**config.mk**
```make
export PLATFORM = sky130hd
export DESIGN_NAME = dpcd_lt_responder_flat
export DESIGN_NICKNAME = d
export VERILOG_FILES = /design/src/rtl/dpcd_lt_responder_if.sv /design/src/rtl/dpcd_lt_responder.sv /design/src/flat_wrapper.sv
export SDC_FILE = /design/constraint.sdc
export NUM_CORES = 1
export LEC_CHECK = 0
export BUFFER_PORTS_ARGS = -buffer_cell sky130_fd_sc_hd__buf_2
export CORE_ASPECT_RATIO = 0.6
export CORE_UTILIZATION = 40
export DETAILED_ROUTE_END_ITERATION = 10
export GPL_ROUTABILITY_DRIVEN = 0
export PLACE_DENSITY = 0.61
export REMOVE_ABC_BUFFERS = 1
export SYNTH_ARGS = -nofsm -noshare
export SYNTH_HDL_FRONTEND = slang
export SYNTH_SLANG_ARGS = --single-unit
```
**constraint.sdc**
```tcl
create_clock -name clk -period 3.4 [get_ports clk]
set_clock_uncertainty 0.05 [all_clocks]
set_input_delay 0.17 -clock clk [delete_from_list [all_inputs] [get_ports clk]]
set_output_delay 0.17 -clock clk [all_outputs]
set_load 0.005 [all_outputs]
```
**src/rtl/dpcd_lt_responder_if.sv**
```systemverilog
// rtl/dpcd_lt_responder_if.sv - native AUX request/response bundle between sink AUX PHY and DPCD responder
interface dpcd_lt_responder_if;
    logic        aux_transaction_vld;
    logic [1:0]  aux_cmd;
    logic [19:0] aux_address;
    logic [7:0]  aux_len;
    logic [7:0]  aux_wr_data;
    logic        aux_wr_data_vld;
    logic [7:0]  aux_rd_data;
    logic        aux_rd_data_vld;
    logic        aux_ack;
    logic        aux_nack;

    modport master (
        output aux_transaction_vld, aux_cmd, aux_address, aux_len, aux_wr_data, aux_wr_data_vld,
        input  aux_rd_data, aux_rd_data_vld, aux_ack, aux_nack
    );

    modport slave (
        input  aux_transaction_vld, aux_cmd, aux_address, aux_len, aux_wr_data, aux_wr_data_vld,
        output aux_rd_data, aux_rd_data_vld, aux_ack, aux_nack
    );
endinterface

```
**src/rtl/dpcd_lt_responder.sv**
```systemverilog
// rtl/dpcd_lt_responder.sv - sink DPCD link-training register responder (optional LT_IRQ_EN adds hpd_irq)
module dpcd_lt_responder #(
    parameter logic [7:0] DPCD_REV       = 8'h12,
    parameter logic [7:0] MAX_LINK_RATE  = 8'h1E,
    parameter logic [2:0] MAX_LANE_COUNT = 3'd4,
    parameter logic       TPS3_SUPPORTED = 1'b1,
    parameter logic [7:0] RD_INTERVAL    = 8'h00
) (
    input  logic                 clk,
    input  logic                 rst,
    dpcd_lt_responder_if.slave   aux,
    input  logic [3:0]           phy_cr_lock,
    input  logic [3:0]           phy_eq_done,
    input  logic [3:0]           phy_symbol_lock,
    input  logic                 phy_interlane_align,
    input  logic [7:0]           phy_adj_vtg,
    input  logic [7:0]           phy_adj_pre,
    output logic [7:0]           rx_link_bw,
    output logic [1:0]           rx_lane_count,
    output logic [1:0]           rx_tps,
    output logic [7:0]           rx_vtg,
    output logic [7:0]           rx_pre
`ifdef LT_IRQ_EN
    ,
    output logic                 hpd_irq
`endif
);

    typedef enum logic [2:0] {IDLE, WR_DATA, RD_DATA, RESP_ACK, RESP_NACK} state_t;

    state_t      state_q, state_d;
    logic [19:0] addr_q, addr_d;
    logic [7:0]  cnt_q, cnt_d;
    logic [7:0]  link_bw_q, link_bw_d;
    logic [1:0]  lane_cnt_q, lane_cnt_d;
    logic [1:0]  tps_q, tps_d;
    logic [7:0]  vtg_q, vtg_d;
    logic [7:0]  pre_q, pre_d;
    logic        ack_q, ack_d;
    logic        nack_q, nack_d;
    logic        rd_vld_q, rd_vld_d;
    logic [7:0]  rd_data_q, rd_data_d;
    logic [3:0]  cr_q, cr_d, eq_q, eq_d, sym_q, sym_d;
    logic        align_q, align_d;
    logic [7:0]  adj_vtg_q, adj_vtg_d, adj_pre_q, adj_pre_d;
    logic        irq_q, irq_d;

    logic [3:0]  lane_mask;
    logic [7:0]  mask2;
    logic [3:0]  cr_m, eq_m, sym_m;
    logic [7:0]  adj_vtg_m, adj_pre_m;
    logic [19:0] rd_addr;
    logic [7:0]  rd_byte;
    logic [7:0]  wd;

    // Active-lane mask and masked status/adjust views used by register reads
    always_comb begin
        case (lane_cnt_q)
            2'b00:   lane_mask = 4'b0001;
            2'b01:   lane_mask = 4'b0011;
            default: lane_mask = 4'b1111;
        endcase
        mask2     = {{2{lane_mask[3]}}, {2{lane_mask[2]}}, {2{lane_mask[1]}}, {2{lane_mask[0]}}};
        cr_m      = cr_q & lane_mask;
        eq_m      = eq_q & lane_mask;
        sym_m     = sym_q & lane_mask;
        adj_vtg_m = adj_vtg_q & mask2;
        adj_pre_m = adj_pre_q & mask2;
    end

    // Read mux: the first byte comes straight from the request address, later bytes from the running address
    always_comb begin
        rd_addr = (state_q == IDLE) ? aux.aux_address : addr_q;
        case (rd_addr)
            20'h00000: rd_byte = DPCD_REV;
            20'h00001: rd_byte = MAX_LINK_RATE;
            20'h00002: rd_byte = {1'b0, TPS3_SUPPORTED, 3'b000, MAX_LANE_COUNT};
            20'h0000E: rd_byte = RD_INTERVAL;
            20'h00100: rd_byte = link_bw_q;
            20'h00101: rd_byte = (lane_cnt_q == 2'b00) ? 8'h01 : (lane_cnt_q == 2'b01) ? 8'h02 : 8'h04;
            20'h00102: rd_byte = {6'b0, tps_q};
            20'h00103: rd_byte = {3'b0, pre_q[1:0], 1'b0, vtg_q[1:0]};
            20'h00104: rd_byte = {3'b0, pre_q[3:2], 1'b0, vtg_q[3:2]};
            20'h00105: rd_byte = {3'b0, pre_q[5:4], 1'b0, vtg_q[5:4]};
            20'h00106: rd_byte = {3'b0, pre_q[7:6], 1'b0, vtg_q[7:6]};
            20'h00202: rd_byte = {1'b0, sym_m[1], eq_m[1], cr_m[1], 1'b0, sym_m[0], eq_m[0], cr_m[0]};
            20'h00203: rd_byte = {1'b0, sym_m[3], eq_m[3], cr_m[3], 1'b0, sym_m[2], eq_m[2], cr_m[2]};
            20'h00204: rd_byte = {7'b0, align_q};
            20'h00206: rd_byte = {adj_pre_m[3:2], adj_vtg_m[3:2], adj_pre_m[1:0], adj_vtg_m[1:0]};
            20'h00207: rd_byte = {adj_pre_m[7:6], adj_vtg_m[7:6], adj_pre_m[5:4], adj_vtg_m[5:4]};
            default:   rd_byte = 8'h00;
        endcase
    end

    // Next-state logic: request decode, byte sequencing and validated register writes
    always_comb begin
        state_d    = state_q;
        addr_d     = addr_q;
        cnt_d      = cnt_q;
        link_bw_d  = link_bw_q;
        lane_cnt_d = lane_cnt_q;
        tps_d      = tps_q;
        vtg_d      = vtg_q;
        pre_d      = pre_q;
        ack_d      = 1'b0;
        nack_d     = 1'b0;
        rd_vld_d   = 1'b0;
        rd_data_d  = rd_data_q;
        wd         = aux.aux_wr_data;
        cr_d       = phy_cr_lock;
        eq_d       = phy_eq_done;
        sym_d      = phy_symbol_lock;
        align_d    = phy_interlane_align;
        adj_vtg_d  = phy_adj_vtg;
        adj_pre_d  = phy_adj_pre;

        case (state_q)
            IDLE: begin
                if (aux.aux_transaction_vld) begin
                    if (aux.aux_cmd[1] || (aux.aux_len > 8'd15)) begin
                        state_d = RESP_NACK;
                    end else if (aux.aux_cmd == 2'b00) begin
                        addr_d  = aux.aux_address;
                        cnt_d   = aux.aux_len;
                        state_d = WR_DATA;
                    end else begin
                        addr_d    = aux.aux_address + 20'd1;
                        cnt_d     = aux.aux_len;
                        rd_vld_d  = 1'b1;
                        rd_data_d = rd_byte;
                        state_d   = (aux.aux_len == 8'd0) ? RESP_ACK : RD_DATA;
                    end
                end
            end
            WR_DATA: begin
                if (aux.aux_wr_data_vld) begin
                    case (addr_q)
                        20'h00100: begin
                            if ((wd == 8'h06 || wd == 8'h0A || wd == 8'h14 || wd == 8'h1E) && (wd <= MAX_LINK_RATE))
                                link_bw_d = wd;
                        end
                        20'h00101: begin
                            if (wd[4:0] <= {2'b00, MAX_LANE_COUNT}) begin
                                case (wd[4:0])
                                    5'd1:    lane_cnt_d = 2'b00;
                                    5'd2:    lane_cnt_d = 2'b01;
                                    5'd4:    lane_cnt_d = 2'b10;
                                    default: lane_cnt_d = lane_cnt_q;
                                endcase
                            end
                        end
                        20'h00102: begin
                            if (!(wd[1:0] == 2'b11 && !TPS3_SUPPORTED))
                                tps_d = wd[1:0];
                        end
                        20'h00103: begin vtg_d[1:0] = wd[1:0]; pre_d[1:0] = wd[4:3]; end
                        20'h00104: begin vtg_d[3:2] = wd[1:0]; pre_d[3:2] = wd[4:3]; end
                        20'h00105: begin vtg_d[5:4] = wd[1:0]; pre_d[5:4] = wd[4:3]; end
                        20'h00106: begin vtg_d[7:6] = wd[1:0]; pre_d[7:6] = wd[4:3]; end
                        default: ;
                    endcase
                    addr_d = addr_q + 20'd1;
                    cnt_d  = cnt_q - 8'd1;
                    if (cnt_q == 8'd0)
                        state_d = RESP_ACK;
                end
            end
            RD_DATA: begin
                rd_vld_d  = 1'b1;
                rd_data_d = rd_byte;
                addr_d    = addr_q + 20'd1;
                cnt_d     = cnt_q - 8'd1;
                if (cnt_q == 8'd1)
                    state_d = RESP_ACK;
            end
            RESP_ACK: begin
                ack_d   = 1'b1;
                state_d = IDLE;
            end
            RESP_NACK: begin
                nack_d  = 1'b1;
                state_d = IDLE;
            end
            default: state_d = IDLE;
        endcase
    end

    // Link-status loss detector: any active-lane lock falling while no training pattern is set
    always_comb begin
        irq_d = (tps_q == 2'b00) &&
                ((|(((cr_q & ~phy_cr_lock) | (sym_q & ~phy_symbol_lock)) & lane_mask)) ||
                 (align_q & ~phy_interlane_align));
    end

    // State and registered outputs
    always_ff @(posedge clk) begin
        if (rst) begin
            state_q    <= IDLE;
            addr_q     <= 20'd0;
            cnt_q      <= 8'd0;
            link_bw_q  <= 8'h06;
            lane_cnt_q <= 2'b00;
            tps_q      <= 2'b00;
            vtg_q      <= 8'd0;
            pre_q      <= 8'd0;
            ack_q      <= 1'b0;
            nack_q     <= 1'b0;
            rd_vld_q   <= 1'b0;
            rd_data_q  <= 8'd0;
            cr_q       <= 4'd0;
            eq_q       <= 4'd0;
            sym_q      <= 4'd0;
            align_q    <= 1'b0;
            adj_vtg_q  <= 8'd0;
            adj_pre_q  <= 8'd0;
            irq_q      <= 1'b0;
        end else begin
            state_q    <= state_d;
            addr_q     <= addr_d;
            cnt_q      <= cnt_d;
            link_bw_q  <= link_bw_d;
            lane_cnt_q <= lane_cnt_d;
            tps_q      <= tps_d;
            vtg_q      <= vtg_d;
            pre_q      <= pre_d;
            ack_q      <= ack_d;
            nack_q     <= nack_d;
            rd_vld_q   <= rd_vld_d;
            rd_data_q  <= rd_data_d;
            cr_q       <= cr_d;
            eq_q       <= eq_d;
            sym_q      <= sym_d;
            align_q    <= align_d;
            adj_vtg_q  <= adj_vtg_d;
            adj_pre_q  <= adj_pre_d;
            irq_q      <= irq_d;
        end
    end

    assign aux.aux_ack         = ack_q;
    assign aux.aux_nack        = nack_q;
    assign aux.aux_rd_data_vld = rd_vld_q;
    assign aux.aux_rd_data     = rd_data_q;
    assign rx_link_bw          = link_bw_q;
    assign rx_lane_count       = lane_cnt_q;
    assign rx_tps              = tps_q;
    assign rx_vtg              = vtg_q;
    assign rx_pre              = pre_q;
`ifdef LT_IRQ_EN
    assign hpd_irq             = irq_q;
`endif

endmodule

```
**src/flat_wrapper.sv**
```systemverilog
// flat-port wrapper written by rule: the top's interface ports become plain ports
module dpcd_lt_responder_flat 
#(
    parameter logic [7:0] DPCD_REV       = 8'h12,
    parameter logic [7:0] MAX_LINK_RATE  = 8'h1E,
    parameter logic [2:0] MAX_LANE_COUNT = 3'd4,
    parameter logic       TPS3_SUPPORTED = 1'b1,
    parameter logic [7:0] RD_INTERVAL    = 8'h00
)
  (clk, rst, phy_cr_lock, phy_eq_done, phy_symbol_lock, phy_interlane_align, phy_adj_vtg, phy_adj_pre, rx_link_bw, rx_lane_count, rx_tps, rx_vtg, rx_pre, aux_aux_transaction_vld, aux_aux_cmd, aux_aux_address, aux_aux_len, aux_aux_wr_data, aux_aux_wr_data_vld, aux_aux_rd_data, aux_aux_rd_data_vld, aux_aux_ack, aux_aux_nack);
  dpcd_lt_responder_if aux_i ();
  input  logic clk;
  input  logic rst;
  input  logic [3:0] phy_cr_lock;
  input  logic [3:0] phy_eq_done;
  input  logic [3:0] phy_symbol_lock;
  input  logic phy_interlane_align;
  input  logic [7:0] phy_adj_vtg;
  input  logic [7:0] phy_adj_pre;
  output logic [7:0] rx_link_bw;
  output logic [1:0] rx_lane_count;
  output logic [1:0] rx_tps;
  output logic [7:0] rx_vtg;
  output logic [7:0] rx_pre;
  input wire logic [$bits(aux_i.aux_transaction_vld)-1:0] aux_aux_transaction_vld;
  input wire logic [$bits(aux_i.aux_cmd)-1:0] aux_aux_cmd;
  input wire logic [$bits(aux_i.aux_address)-1:0] aux_aux_address;
  input wire logic [$bits(aux_i.aux_len)-1:0] aux_aux_len;
  input wire logic [$bits(aux_i.aux_wr_data)-1:0] aux_aux_wr_data;
  input wire logic [$bits(aux_i.aux_wr_data_vld)-1:0] aux_aux_wr_data_vld;
  output wire logic [$bits(aux_i.aux_rd_data)-1:0] aux_aux_rd_data;
  output wire logic [$bits(aux_i.aux_rd_data_vld)-1:0] aux_aux_rd_data_vld;
  output wire logic [$bits(aux_i.aux_ack)-1:0] aux_aux_ack;
  output wire logic [$bits(aux_i.aux_nack)-1:0] aux_aux_nack;
  assign aux_i.aux_transaction_vld = aux_aux_transaction_vld;
  assign aux_i.aux_cmd = aux_aux_cmd;
  assign aux_i.aux_address = aux_aux_address;
  assign aux_i.aux_len = aux_aux_len;
  assign aux_i.aux_wr_data = aux_aux_wr_data;
  assign aux_i.aux_wr_data_vld = aux_aux_wr_data_vld;
  assign aux_aux_rd_data = aux_i.aux_rd_data;
  assign aux_aux_rd_data_vld = aux_i.aux_rd_data_vld;
  assign aux_aux_ack = aux_i.aux_ack;
  assign aux_aux_nack = aux_i.aux_nack;
  dpcd_lt_responder #(.DPCD_REV(DPCD_REV), .MAX_LINK_RATE(MAX_LINK_RATE), .MAX_LANE_COUNT(MAX_LANE_COUNT), .TPS3_SUPPORTED(TPS3_SUPPORTED), .RD_INTERVAL(RD_INTERVAL)) u_core (.clk(clk), .rst(rst), .aux(aux_i), .phy_cr_lock(phy_cr_lock), .phy_eq_done(phy_eq_done), .phy_symbol_lock(phy_symbol_lock), .phy_interlane_align(phy_interlane_align), .phy_adj_vtg(phy_adj_vtg), .phy_adj_pre(phy_adj_pre), .rx_link_bw(rx_link_bw), .rx_lane_count(rx_lane_count), .rx_tps(rx_tps), .rx_vtg(rx_vtg), .rx_pre(rx_pre));
endmodule
```
# == Word level (Yosys, flattened, before mapping) ==
# Cells that the tools add are included.
# word_totals
latch_bits,0
mem_bits_rw,0
elab_cells,132
in_bits,71
romBits,0
n_memories,0
reg_bits,99
# op_classes
magnitude_cmp,3
muxes,33
addsub,3
div,0
mul,0
shift,0
n_bitwise,5
reduce_logical,24
n_eq_ne,40
# ops
cell,n
$eq 20x9->1 const B,14
$pmux 8 s15,1
$eq 20x10->1 const B,5
$mux 20,5
$pmux 20 s3,1
$mux 8,7
$add 20x1->20 const B,2
$pmux 8 s3,1
$mux 3,7
$eq 20x1->1 const B,1
$eq 20x2->1 const B,1
$logic_not 20->1,1
$and 8x8->8,2
$eq 8x5->1 const B,2
$logic_not 8->1,2
$pmux 8 s2,1
$reduce_and 4->1,4
$reduce_and 3->1,5
$and 4x4->4,3
$pmux 3 s3,1
$eq 8x1->1 const B,1
$eq 8x3->1 const B,1
$eq 8x4->1 const B,1
$gt 8x4->1 const B,1
23 further kinds,38

# == Depth between registers and ports, before layout ==
# Gate-level depths: netlist of the first run.
# depth
word_depth,8
ltp_mapped,10

# == Worst setup path before layout of the first run ==
# No wires, ideal clock.
# synth_timing
path_type,reg2reg
start,register u_core.addr_q[4]
end,register u_core.link_bw_q[1] (netlist: u_core.rx_link_bw[1])
setup_time_ps,121
path_stages_with_launch,8
period_less_slack_ps,2368
arrival_ps,2197
setup_slack_ps,1032
path_buffers,1
path_cell_list,dfxtp_1 > or4_4 > or4_1 > nor2_2 > and4b_1 > buf_2 > mux2i_1 > nand2_1
# synth_between
elab_chain_len,2
# synth_rtl
item,line,rtl
start: declaration,dpcd_lt_responder.sv:32,"logic [19:0] addr_q, addr_d;"
start signal: assignment,dpcd_lt_responder.sv:219,addr_q <= addr_d;
$eq 20x9->1,dpcd_lt_responder.sv:137,case (addr_q)
$reduce_and 4->1 (no source line),--,
end signal: assignment,dpcd_lt_responder.sv:221,link_bw_q <= link_bw_d;
end: declaration,dpcd_lt_responder.sv:34,"logic [7:0] link_bw_q, link_bw_d;"
# Every way passes these cells.
# A chain may end at the register's enable or synchronous reset.

# == Worst setup path in the final report of the first run ==
# layout_timing
start,register u_core.state_q[0]
end,register u_core.rd_data_q[3] (netlist: u_core.aux.aux_rd_data[3])
# layout_between
elab_chain_len,8
word_cells_on_any_way,28
# layout_rtl
item,line,rtl
start: declaration,dpcd_lt_responder.sv:31,"state_t state_q, state_d;"
start signal: assignment,dpcd_lt_responder.sv:218,state_q <= state_d;
$logic_not 3->1,"dpcd_lt_responder.sv:73, dpcd_lt_responder.sv:117",
$mux 20,dpcd_lt_responder.sv:73,rd_addr = (state_q == IDLE) ? aux.aux_address : addr_q;
"$eq 20x10->1, or another cell as far along",dpcd_lt_responder.sv:74,case (rd_addr)
$pmux 8 s15,dpcd_lt_responder.sv:74,
$mux 8,dpcd_lt_responder.sv:122,end else if (aux.aux_cmd == 2'b00) begin
$mux 8,dpcd_lt_responder.sv:120,if (aux.aux_cmd[1] || (aux.aux_len > 8'd15)) begin
$mux 8,dpcd_lt_responder.sv:119,if (aux.aux_transaction_vld) begin
$pmux 8 s2,dpcd_lt_responder.sv:117,case (state_q)
end signal: assignment,dpcd_lt_responder.sv:229,rd_data_q <= rd_data_d;
end: declaration,dpcd_lt_responder.sv:42,"logic [7:0] rd_data_q, rd_data_d;"
# Parallel ways exist; a longest one is shown, timed or not. The select of a mux whose other input is x is not followed.

==> results of run 1 <==
-- cell families (layout without fill, tap and decap cells) --
logic type                 Yosys count  in the layout  share of synthesized area, %
AOI/OAI and AO/OA                  174            174                         20.99
xor gates and xnor gates            20             20                         3.212
adders and majority gates            7              7                         1.606
buffers and inverters               55            165                         4.198
DFF                                 99             99                         36.34
muxes                               16             16                         3.235
and+or+nand+nor                    322            322                         30.42
-- registers in the layout, summed over array words and instances, names as in the netlist, 2 cells and up --
signal,count
u_core.state_q,3
u_core.adj_vtg_q,8
u_core.eq_q,4
u_core.cr_q,4
u_core.adj_pre_q,8
u_core.addr_q,20
u_core.rx_link_bw,8
u_core.sym_q,4
u_core.rx_vtg,8
u_core.rx_tps,2
u_core.cnt_q,8
u_core.aux.aux_rd_data,8
u_core.rx_lane_count,2
u_core.rx_pre,8
-- report_power, final --
group	switching [mW]	internal [mW]	leakage [nW]	total (mW)
Combinational	0.180	0.125	1.48	0.305
Sequential	0.0224	1.19	0.806	1.21
Clock	0.503	0.534	0.147	1.04
-- placed cells by master (no fill, tap or decap), types with 12 or more instances in the layout --
master and instances:
a21oi_1 54, a22oi_1 13, buf_2 109, dfxtp_1 99, dlygate4sd3_1 21, mux2i_1 12
nand2_1 73, nand3_1 46, nand4_1 15, nor2_1 63, nor2b_1 32, nor3_1 19
nor4_1 17, o21ai_0 36
-- layout make-up --
type                            count  area share [%]
Tap cell                          170           3.219
Sequential cell                    99           29.99
Multi-Input combinational cell    539           49.33
Clock buffer                       10           3.617
Inverter                           11          0.6249
Timing Repair Buffer              138           12.35
Clock inverter                      6          0.8710
-- per-layer routing --
| metal | global-route usage (%) | vias to the layer above | routed length [um] |
|---|---|---|---|
| met2 | 36.24 | 267 | 7426 |
| met5 | 0 | - | 0 |
| met3 | 6.692 | 17 | 1636 |
| li1 | - | 2744 | - |
| met4 | 4.545 | 0 | 155 |
| met1 | 38.79 | 2748 | 9045 |
-- metrics by stage --
step / setup WS [ns] / instance area [um2] / total power, mW / hold slack (ns)
6_report: 0.2011 / 6608 / 2.551 / 0.001272
5_1_grt: 0.09164 / 6608 / 2.641 / 0.01554
4_1_cts: 0.2970 / 6608 / 2.558 / 0.002839
3_5_place_dp: 0.3243 / 6101 / 1.514 / 0.3340
3_3_place_gp: 0.4580 / 6101 / 1.509 / 0.3258
2_1_floorplan: 0.8430 / 5266 / 1.376 / 0.1891
-- path summary, 6_finish.rpt --
path / from / end / slack (ns) / depth (start not counted)
setup / recovery: u_core.state_q[0] / u_core.aux.aux_rd_data[3] / 0.20 / 7
hold / removal: phy_eq_done[3] / u_core.eq_q[3] / 0.001 / 2
setup reg to reg: u_core.state_q[0] / u_core.aux.aux_rd_data[3] / 0.20 / 7
hold reg to reg: u_core.aux.aux_rd_data[7] / u_core.aux.aux_rd_data[7] / 0.41 / 2
==> flow_summary.ini, run 1 <==
[routing]
num_vias = 5776
drc = 2
wl_um = 18260
via_per_inst = 5.936
ant_nets = 0
drt_iter0_markers = 540
drtPass1Iterations = 10
wl_per_cell_um = 18.77

[timing]
slew_violations = 0
rsz0062_at_grt = false
hold_viol = 0
period_minus_slack_ns = 3.199
finalCritPeriodShare_pct = 94.08
fmax_mhz = 312.6
tns_ns = 0
tightest_slew_ns = 1.050
setup_viol = 0
slew-limit-headroom_pct = 29.99

[outcome]
outcome = complete, but fails checks
violations = design-rule violations

[synthesis]
synth_top_flop_cell = dfxtp_1
netlist_top_cells_count = dfxtp_1, nand2_1, nor2_1
synth_edf_count = 0
synth.most_common_cell = dfxtp_1
synthDistinctLibCells = 66
synth.area.top_cells = dfxtp_1, nand2_1, a21oi_1
syn_avg_cell_area_um2 = 7.870
synth_top_area_cell = dfxtp_1
ys_seq_area_share_pct = 36.34
synth-seq-cells = 99
synth_top_area_share_pct = 36.34
yosysWarnings = 0
syn_inst = 693
netlist_area_um2 = 5454
ys_async_sr_fraction_pct = 0

[placed_design]
hpwl_um = 13510
dp_cells = 936
port_buffers = 109

[setup_path]
cp-start-kind = flop
crit_path_max_fanout = 18
crit_family = multiplexers
cp_cell_sequence = nor3_4 -> mux2i_1 -> mux2_2 -> a31o_2 -> a21oi_1 -> and3_1 -> nor4_2
cp-end-kind = flop
crit_arrival_ns = 3.36
required_ns = 3.56
cpPeakStageDelay_ns = 0.73
cp_slowest_cell = nor3_4
cp.buffers_inverters = 0
path_class = reg -> reg

[clock_tree]
cts_num_sinks = 99
cts.htree.levels = 3
cts_hold_buf = 21
postCtsSetupBuffers = 0
root_buffer = clkbuf_16
worstSkewPairLatency_ns = 0.35
clk_pin_slew_ns = 0.08
post_cts_resized = 0
ctsLongestPathBuffers = 2
cts_tree = done
cts_buffers = 9

[finish]
diodes = 0
stdcell_count = 973
layout-drive-gt1-share_pct = 19.93
seq_area_um2 = 1982
final_util_pct = 50.62
n_fill_cell = 1279
syn_to_final_growth_pct = 21.15
fin_nets = 876
multi_input_area_um2 = 3259

[min_path]
hold_path.class = in -> reg

[global_routing]
grt_pass1_wl_um = 28080
grt.overflow.total = 0
grt_usage_pct = 25.71
grt_pass1_vias = 5061
antenna_found_initial = 0
grt_max_degree = 49

[run]
cap_violations = 0

[floorplanning]
initial_core_util_pct = 41.78
row_count = 32
ios = 110
coreArea_um2 = 13050
dieHeight_um = 92.45
die_area_um2 = 14120
die_width_um = 152.7

[power_and_ir_drop]
irDropWorstVdd_v = 0.0002321
p_leak_nw = 2.436
powerDensity_nw_per_um2 = 386.1
Power figures use the tool's default switching activity.
==> run 2: changes to the inputs <==
CORE_ASPECT_RATIO = not set   (was 0.6)
clock period = 3.7 ns   (was 3.4 ns; I/O delays follow)
==> flow_summary.ini, run 2 (synthesis gave the netlist of run 1 again) <==
[timing]
tns_ns = 0
finalCritPeriodShare_pct = 82.85
slew_violations = 0
setup_viol = 0
fmax_mhz = 326.2
rsz0062_at_grt = false
worst_slack_ns = 0.6347
slew-limit-headroom_pct = 31.37
tightest_slew_ns = 1.030
period_minus_slack_ns = 3.065
hold_viol = 0

[floorplanning]
die_width_um = 118.8
ios = 110
coreArea_um2 = 13300
dieHeight_um = 118.8
die_area_um2 = 14110
initial_core_util_pct = 41.02
row_count = 42

[global_routing]
grt.overflow.total = 0
grt_max_degree = 54
antenna_found_initial = 0
grt_usage_pct = 24.77
grt_pass1_wl_um = 27450
grt_pass1_vias = 5382

[finish]
mostFrequentLayoutCells = buf_2, dfxtp_1, nand2_1
layout_commonest_cell = buf_2
final_util_pct = 49.57
diodes = 0
regMostFlops = u_core.addr_q
fin_nets = 871
largest_register_ffs = 20
final_area_um2 = 6590
layout-drive-gt1-share_pct = 19.92
syn_to_final_growth_pct = 20.83

[outcome]
outcome = complete, no violations

[power_and_ir_drop]
powerDensity_nw_per_um2 = 362.5
p_leak_nw = 2.422
irDropWorstVdd_v = 0.0002008

[setup_path]
crit_arrival_ns = 3.24
cp-start-kind = flop
path_class = reg -> reg
required_ns = 3.88
crit_path_max_fanout = 18
cp-end-kind = flop

[routing]
wl_per_cell_um = 17.62
drt_iter0_markers = 473
num_vias = 5686
drc = 0
via_per_inst = 5.838
ant_nets = 0
wl_um = 17170
drtPass1Iterations = 5

[clock_tree]
cts_hold_buf = 17
post_cts_resized = 0
cts_buffers = 9
ctsLongestPathBuffers = 2
cts_tree = done
root_buffer = clkbuf_16
cts.htree.levels = 3
clk_pin_slew_ns = 0.07
cts_num_sinks = 99
worstSkewPairLatency_ns = 0.36
postCtsSetupBuffers = 0

[run]
cap_violations = 0

[min_path]
hold_path.class = in -> reg

[placed_design]
pre_cts_ws_ns = 0.6449
postPlaceCellArea_um2 = 6101
hpwl_um = 12570
port_buffers = 109
-- run 2: layer usage --
layer  wire (um)  up-vias  GRT usage (%)  share of wire [%]
met4         493        0          11.31                2.9
met1        7684     2717          32.61                 45
met3        1020       34          4.778                5.9
met5           0        -              0                  0
met2        7967      202          39.00                 46
li1            -     2733              -                  -
-- run 2: path summary, 6_finish.rpt --
| check | from | to | slack, ns | depth (start not counted) |
|---|---|---|---|---|
| setup / recovery | u_core.state_q[0] | u_core.aux.aux_rd_data[3] | 0.63 | 7 |
| hold / removal | phy_adj_vtg[7] | u_core.adj_vtg_q[7] | 0.001 | 2 |
| setup reg to reg | u_core.state_q[0] | u_core.aux.aux_rd_data[3] | 0.63 | 7 |
| hold reg to reg | u_core.aux.aux_rd_data[7] | u_core.aux.aux_rd_data[7] | 0.42 | 2 |
-- run 2: stage by stage --
step,instances,total power [mW],hold slack (ns)
after floorplan,649,1.264,0.2041
after global placement,941,1.384,0.3408
after detailed placement,941,1.387,0.3481
after CTS,974,2.411,0.00002223
after global routing,974,2.483,0.007722
final,974,2.389,0.0009571
-- run 2: worst max-delay path: stages, from the launching register on --
cell and delay, ns:
dfxtp_1 0.49, nor3_4 0.72, mux2i_1 0.67, mux2_2 0.42
a31o_2 0.24, a21oi_1 0.11, and3_1 0.18, nor4_2 0.05
-- run 2: area by class of cell --
class / instances / area, um2
clock buffer: 10 / 239.0
multi-input combinational: 539 / 3259
clock inverter: 6 / 80.08
sequential: 99 / 1982
inverter: 11 / 41.29
tap: 176 / 220.2
fill: 1291 / 6705
timing repair buffer: 133 / 768.2
-- run 2: power breakdown --
group	switching (mW)	internal (mW)	leakage, nW
sequential	0.0198	1.09	0.806
combinational	0.159	0.112	1.46
clock	0.449	0.560	0.155
total	0.627	1.76	2.42
